`src/rtl/alu_arbiter.sv`:
```
// Round-robin arbiter and sequencer that shares one combinational ALU between
// two requesters and returns each tagged result over a response handshake.
module alu_arbiter #(
  parameter int WIDTH = 8,
  parameter int OPW   = 3
) (
  input  logic             clk,
  input  logic             rst_n,
  input  logic             r0_valid,
  output logic             r0_ready,
  input  logic [WIDTH-1:0] r0_a,
  input  logic [WIDTH-1:0] r0_b,
  input  logic [OPW-1:0]   r0_op,
  input  logic             r1_valid,
  output logic             r1_ready,
  input  logic [WIDTH-1:0] r1_a,
  input  logic [WIDTH-1:0] r1_b,
  input  logic [OPW-1:0]   r1_op,
  output logic             resp_valid,
  input  logic             resp_ready,
  output logic             resp_id,
  output logic [WIDTH-1:0] resp_s,
  output logic [WIDTH-1:0] alu_a,
  output logic [WIDTH-1:0] alu_b,
  output logic [OPW-1:0]   alu_op,
  input  logic [WIDTH-1:0] alu_s,
  output logic             busy
);

  typedef enum logic [1:0] {
    IDLE = 2'd0,
    EXEC = 2'd1,
    RESP = 2'd2
  } state_t;

  state_t           state_q;
  state_t           state_d;
  logic             prio_q;
  logic             id_q;
  logic [WIDTH-1:0] a_q;
  logic [WIDTH-1:0] b_q;
  logic [OPW-1:0]   op_q;
  logic [WIDTH-1:0] res_q;
  logic             grant_id;
  logic             accept;

  // On a tie the pointer decides; a lone requester wins regardless of it.
  always_comb begin
    state_d  = state_q;
    grant_id = 1'b0;
    accept   = 1'b0;
    r0_ready = 1'b0;
    r1_ready = 1'b0;
    if (r0_valid && r1_valid) begin
      grant_id = prio_q;
    end else begin
      grant_id = r1_valid;
    end
    case (state_q)
      IDLE: begin
        if (r0_valid || r1_valid) begin
          accept   = 1'b1;
          r0_ready = !grant_id;
          r1_ready = grant_id;
          state_d  = EXEC;
        end
      end
      EXEC: begin
        state_d = RESP;
      end
      RESP: begin
        if (resp_ready) begin
          state_d = IDLE;
        end
      end
      default: begin
        state_d = IDLE;
      end
    endcase
  end

  always_ff @(posedge clk or negedge rst_n) begin
    if (!rst_n) begin
      state_q <= IDLE;
    end else begin
      state_q <= state_d;
    end
  end

  // Operands stay registered after the transaction so the ALU inputs hold steady.
  always_ff @(posedge clk or negedge rst_n) begin
    if (!rst_n) begin
      prio_q <= 1'b0;
      id_q   <= 1'b0;
      a_q    <= '0;
      b_q    <= '0;
      op_q   <= '0;
      res_q  <= '0;
    end else begin
      if (accept) begin
        prio_q <= !grant_id;
        id_q   <= grant_id;
        a_q    <= grant_id ? r1_a  : r0_a;
        b_q    <= grant_id ? r1_b  : r0_b;
        op_q   <= grant_id ? r1_op : r0_op;
      end
      if (state_q == EXEC) begin
        res_q <= alu_s;
      end
    end
  end

  assign alu_a      = a_q;
  assign alu_b      = b_q;
  assign alu_op     = op_q;
  assign resp_s     = res_q;
  assign resp_id    = id_q;
  assign resp_valid = (state_q == RESP);
  assign busy       = (state_q != IDLE);

endmodule
```
`config.mk`:
```
export PLATFORM = sky130hd
export DESIGN_NAME = alu_arbiter
export DESIGN_NICKNAME = d
export VERILOG_FILES = /design/src/rtl/alu_arbiter.sv
export SDC_FILE = /design/constraint.sdc
export NUM_CORES = 1
export LEC_CHECK = 0
export ABC_AREA = 0
export BUFFER_PORTS_ARGS = -buffer_cell sky130_fd_sc_hd__clkbuf_2
export CAP_MARGIN = 40
export CORE_ASPECT_RATIO = 0.5
export CORE_UTILIZATION = 28
export CTS_CLUSTER_SIZE = 10
export DETAILED_ROUTE_END_ITERATION = 8
export GPL_ROUTABILITY_DRIVEN = 0
export GPL_TIMING_DRIVEN = 1
export HOLD_SLACK_MARGIN = 0.12
export PLACE_DENSITY = 0.67
export SYNTH_ARGS = -nofsm -noshare
export SYNTH_HDL_FRONTEND = slang
export SYNTH_SLANG_ARGS = --single-unit
```
`constraint.sdc`:
```
create_clock -name clk -period 1.2 [get_ports clk]
set_input_delay 0.24 -clock clk [delete_from_list [all_inputs] [get_ports clk]]
set_output_delay 0.24 -clock clk [all_outputs]
set_load 0.05 [all_outputs]
```
==> impl_summary.txt, run 1 <==
----------------------------------------------------
[Worst setup path]
  Data required time at the worst endpoint ... 0.96 ns
  Minimum setup slack among reg-to-reg paths ... -0.04 ns
  Launching point of the worst reg2reg path ... state_q[1]
  Data arrival time of the critical path ... 1.25 ns
  Crit-path max cell delay ... 0.42 ns
  CP Cell Sequence ... nor2_4, nand2_2, a21oi_4, buf_8
  Critical path capture point type ... output port
  Setup CP Type ... flip-flop to output port
  CP Launch Point ... state_q[1]
  Max stage delay cell, worst path ... dfrtp_1
  Worst flop-to-flop path endpoint ... alu_a[4]
  Launching element type of the critical path ... flip-flop
  Largest driver fanout on the critical path ... 3
  Worst Reg-to-Reg Cells ... 6

[Pwr]
  VDD IR-drop max ... 1.21 mV
  Ratio of total power to cell area ... 3240 mW/mm2
  Leakage ... 1.12 nW

[Routing]
  Total number of vias ... 1568
  Number of routed nets with antenna violations ... 0
  Router iterations before antenna repair ... 4
  Post-detailed-routing wire length ... 4.83 mm
  Number of remaining DRC errors ... 0
  Starting DRT DRC Count ... 55
  Routed wire per std cell ... 15.5 um
  Post-DR vias/cell ... 5.03

[Clocking]
  Buffer type at the clock tree root ... clkbuf_8
  Worst skew pair latency ... 0.28 ns
  TritonCTS clock tree ... done
  Cts bufs inserted ... 5
  Clock sinks ... 31
  Number of buffers between clock root and the deepest sink ... 2
  Clock slew seen by the registers of the worst setup and hold paths ... 0.06 ns
  Maximum level of the CTS H-tree ... 2

[Synthesis]
  Cells after synthesis ... 147
  Register area share after synthesis ... 52.1%
  Nets in the synthesized netlist ... 198
  Post-synthesis cell area ... 0.00149 mm2
  Count of synthesis-stage warnings from yosys ... 0
  FF+latch count, synth ... 31
  Synthesized area divided by synthesized cell count ... 10.1 um2
  Number of unique standard cell types used by synthesis ... 19

[Floorplan]
  Die area ... 0.00564 mm2
  Die boundary width ... 105 um
  Placeable core region ... 0.00502 mm2
  Cell row count ... 18
  Number of top-level pins ... 83
  Die span in y ... 53.6 um
  Starting Density ... 29.7%

[STA]
  Fraction of the cycle the final worst path needs ... 124%
  Pins over their slew limit ... 0
  Worst max-slew margin expressed relative to the limit ... 71.4%
  Post-Route Skew ... 0.00403 ns
  Final count of hold timing violations ... 0
  Actual transition at the worst max-transition pin ... 0.429 ns
  Setup repair after global routing missed its margin ... true
  Max Freq ... 671 MHz
  Least setup slack across all paths after layout ... -0.290 ns
  Minimum period implied by the final worst setup slack ... 1.49 ns
  Hold slack ... 0.169 ns
  Setup violation total in the final timing report ... 24

[Finish]
  Post-layout net count ... 293
  Share of final-layout standard cells stronger than drive strength 1 ... 59.1%
  Most common library cell in the layout ignoring fill and taps ... clkbuf_2
  Final Core Density ... 50.1%
  Filler cell count ... 455
  Area grow syn2layout ... 69.0%
  Most frequent cells in the layout ... clkbuf_2 (68), dfrtp_1 (31), nand3_1 (19), o21ai_0 (11)
  Antenna diodes ... 0
  Final non-filler cell total ... 312

[Placed design]
  Sum of net half-perimeters after detailed placement ... 3.14 mm
  Number of port buffers ... 82
  Cells after DPL ... 298

[Hold path]
  Number of cells on the worst hold path ... 2
  Hold Crit Start ... alu_s[3]
  Worst hold path type ... input pin to flip-flop
  Endpoint with the worst hold slack ... resp_s[3]

[Global route]
  Antenna violations before repair ... 0
  Via count of the first global-routing pass ... 1352
  GR Overflow Total ... 0
  Largest net degree at the start of global routing ... 22
  Global-route wire length before repair ... 6.38 mm
  Total routing resource utilization after global routing ... 14.8%

[Run status]
  Outcome ... complete, but fails checks
  Violations in the final reports ... negative setup slack

[Flow run]
  # Max-Cap Violations ... 0

----------------------------------------------------
Yosys cell counts:
master | count | area share (%)
nand3_1 | 19 | 6.4
dfrtp_1 | 31 | 52
o21ai_0 | 20 | 6.7
nor3_2 | 1 | 0.67
clkbuf_1 | 4 | 1.0
nor2b_1 | 1 | 0.42
a21oi_1 | 11 | 3.7
inv_1 | 3 | 0.76
a31oi_1 | 20 | 8.4
nand2_2 | 1 | 0.42
nor2_2 | 1 | 0.42
buf_2 | 9 | 3.0
or2_4 | 1 | 0.59
a21oi_2 | 10 | 5.9
mux2_1 | 8 | 6.0
nand2b_1 | 3 | 1.3
a21o_1 | 1 | 0.50
buf_6 | 2 | 1.5
inv_2 | 1 | 0.25
report_power, final:
part           leakage (nW)  total, mW  internal [mW]  switching [mW]
Combinational         0.724       5.39           1.91            3.48
Clock                0.0470      0.841          0.450           0.391
Sequential            0.354       1.93           1.58           0.350
Total                  1.12       8.16           3.95            4.22
logic make-up (layout without fill, tap and decap cells):
logic type      count (synthesis)  count (layout)  share of synthesized area, %
mux                             8               8                          6.05
flops                          31              31                          52.1
simple gates                   27              27                          10.2
compound gates                 62              62                          25.2
buf+inv                        19             114                          6.55
state kept, by name (all words and copies together) (netlist names):
name     count
state_q      2
prio_q       1
alu_op       3
resp_s       8
alu_a        8
resp_id      1
alu_b        8
layer usage:
layer,up-vias,track usage [%],share of wire [%]
met1,791,17.3,41
met4,0,5.16,0.66
met3,4,3.51,4.4
met5,-,0,0
met2,45,27.6,54
li1,728,-,-
metrics by stage:
stage	setup TNS [ns]	instance area [um2]	total power, mW	setup slack [ns]
floorplan	-0.686	1520	5.04	-0.358
global placement	-1.04	2070	6.12	-0.110
detailed placement	-2.10	2070	6.20	-0.133
CTS	-1.22	2220	7.17	-0.303
global route	-3.24	2520	8.54	-0.354
finish	-1.36	2520	8.16	-0.290
critical path, delay by kind of cell (launching register included):
family / cells / cell delay (ns)
flops: 1 / 0.42
simple gates: 2 / 0.26
buf+inv: 1 / 0.16
compound gates: 1 / 0.13
cell type report:
cell class,count,area (um2),share of cell area (%)
tap,70,87.6,3.48
inverter,4,22.5,0.894
timing repair buffer,103,732,29.1
clock inverter,1,5.00,0.199
clock buffer,6,82.6,3.28
multi-input combinational,97,813,32.3
sequential,31,776,30.8
how the worst max path moves through the flow:
stage,to,slack (ns)
3_5_place_dp,alu_b[6],-0.13
6_report,r0_ready,-0.29
3_3_place_gp,r1_ready,-0.11
4_1_cts,r1_ready,-0.30
2_1_floorplan,r1_ready,-0.36
5_1_grt,r1_ready,-0.35
timing repair:
item                                    4_1_cts  5_1_grt
pin swaps                                     1       15
cloned                                        0        3
hold buffers                                  1        0
endpoints found under the setup margin       33       41
resized for setup                            14       51
setup buffers                                 0        3
endpoints found under the hold margin        14        0
Power figures use the tool's default switching activity.
==> run 2, diff against run 1 <==
SKIP_LAST_GASP = 1   (was default)
==> run 2 against run 1 <==
Effect of this change:
- the flow still finishes with violations (negative setup slack)
- largest power group unchanged
- global-route usage unchanged
- setup slack gained 0.0062 ns
- final cell count unchanged
==> impl_summary.txt, run 2 (synthesis gave the netlist of run 1 again) <==
----------------------------------------------------
[Run status]
  Outcome ... complete, but fails checks
  Violations in the final reports ... negative setup slack

[Floorplan]
  Cell row count ... 18
  Placeable core region ... 0.00502 mm2
  Die boundary width ... 105 um
  Die span in y ... 53.6 um
  Number of top-level pins ... 83
  Starting Density ... 29.7%
  Die area ... 0.00564 mm2

[Routing]
  Starting DRT DRC Count ... 48
  Routed wire per std cell ... 15.4 um
  Number of remaining DRC errors ... 0
  Router iterations before antenna repair ... 4
  Total number of vias ... 1548
  Post-DR vias/cell ... 4.96
  Post-detailed-routing wire length ... 4.79 mm
  Number of routed nets with antenna violations ... 0

[Clocking]
  Worst skew pair latency ... 0.28 ns
  Clock sinks ... 31
  Cts bufs inserted ... 5
  Clock slew seen by the registers of the worst setup and hold paths ... 0.06 ns
  Number of buffers between clock root and the deepest sink ... 2
  TritonCTS clock tree ... done
  Maximum level of the CTS H-tree ... 2
  Buffer type at the clock tree root ... clkbuf_8

[Finish]
  Share of final-layout standard cells stronger than drive strength 1 ... 58.7%
  Area grow syn2layout ... 68.3%
  Most common library cell in the layout ignoring fill and taps ... clkbuf_2
  Most frequent cells in the layout ... clkbuf_2 (68), dfrtp_1 (31), nand3_1 (19), o21ai_0 (11), a31oi_1 (11)
  Antenna diodes ... 0
  Final Core Density ... 50.0%
  Post-layout net count ... 293

[STA]
  Fraction of the cycle the final worst path needs ... 124%
  Hold slack ... 0.170 ns
  Minimum period implied by the final worst setup slack ... 1.48 ns
  Setup repair after global routing missed its margin ... true
  Final count of hold timing violations ... 0
  Least setup slack across all paths after layout ... -0.284 ns
  Actual transition at the worst max-transition pin ... 0.430 ns
  Max Freq ... 674 MHz
  Post-Route Skew ... 0.00191 ns
  Pins over their slew limit ... 0
  Worst max-slew margin expressed relative to the limit ... 71.4%
  Setup violation total in the final timing report ... 25

[Worst setup path]
  Data required time at the worst endpoint ... 0.96 ns
  Setup CP Type ... flip-flop to output port
  Data arrival time of the critical path ... 1.24 ns
  Launching element type of the critical path ... flip-flop
  Critical path capture point type ... output port
  Largest driver fanout on the critical path ... 3
  Minimum setup slack among reg-to-reg paths ... -0.04 ns

[Global route]
  Largest net degree at the start of global routing ... 22
  Global-route wire length before repair ... 6.38 mm
  GR Overflow Total ... 0
  Via count of the first global-routing pass ... 1352
  Antenna violations before repair ... 0
  Total routing resource utilization after global routing ... 14.8%

[Hold path]
  Worst hold path type ... input pin to flip-flop

[Placed design]
  Number of port buffers ... 82
  Sum of net half-perimeters after detailed placement ... 3.14 mm

[Pwr]
  VDD IR-drop max ... 1.21 mV
  Leakage ... 1.12 nW
  Ratio of total power to cell area ... 3240 mW/mm2

[Flow run]
  # Max-Cap Violations ... 0

----------------------------------------------------
-- run 2: cell count changes in the layout (fill, tap and decap cells not counted) --
cell,change
buf_6,-1
buf_4,+1
a31oi_1,+1
a31oi_2,-1
-- run 2: per-stage QoR --
| stage | power, mW | worst slack (ns) | setup TNS, ns | std cells | area [um2] |
|---|---|---|---|---|---|
| final | 8.13 | -0.284 | -1.26 | 312 | 2510 |
| after global routing | 8.51 | -0.347 | -2.83 | 312 | 2510 |
| after CTS | 7.17 | -0.303 | -1.22 | 306 | 2220 |
| after detailed placement | 6.20 | -0.133 | -2.10 | 298 | 2070 |
| after global placement | 6.12 | -0.110 | -1.04 | 298 | 2070 |
| after floorplan | 5.04 | -0.358 | -0.686 | 147 | 1520 |
-- run 2: power by group --
| part | switching (mW) | leakage, nW | internal (mW) | total, mW |
|---|---|---|---|---|
| combinational | 3.46 | 0.722 | 1.90 | 5.36 |
| clock | 0.383 | 0.0470 | 0.450 | 0.833 |
| sequential | 0.350 | 0.354 | 1.59 | 1.94 |
-- run 2: layout make-up --
cell class,count,area (um2)
multi-input cells,97,807
flip-flops and latches,31,776
inverters,4,22.5
clock buffers,6,82.6
well taps,70,87.6
repair buffers,103,728
fillers,459,2510
clock inverters,1,5.00
-- run 2: path summary, 6_finish.rpt --
kind | start | cells past startpoint | endpoint
worst max-delay path | state_q[1] | 4 | r1_ready
worst min-delay path | alu_s[3] | 2 | resp_s[3]
worst max register to register | prio_q | 5 | alu_b[6]
worst min register to register | resp_id | 1 | resp_id
max in group asynchronous | rst_n | 3 | alu_b[4]
min in group asynchronous | rst_n | 2 | resp_s[6]
-- run 2: timing repair --
item | CTS | global route
cloned | 0 | 3
hold endpoints to repair | 14 | 0
gates resized for setup | 14 | 49
pin swaps | 1 | 10
setup buffers | 0 | 3
hold buffers | 1 | 0
setup endpoints to repair | 33 | 41
-- run 2: metal layers --
| metal | GRT usage (%) | share of wire, % | vias up | wire (um) |
|---|---|---|---|---|
| li1 | - | - | 728 | - |
| met1 | 17.3 | 41 | 772 | 1970 |
| met2 | 27.6 | 54 | 42 | 2590 |
| met3 | 3.51 | 4.0 | 6 | 190 |
| met4 | 5.16 | 0.75 | 0 | 36 |
| met5 | 0 | 0 | - | 0 |
-- run 2: critical path, cell delays in order (launching register included) --
cell and delay, ns:
dfrtp_1 0.42, nor2_4 0.16, inv_2 0.06, nor3_4 0.15, buf_8 0.17
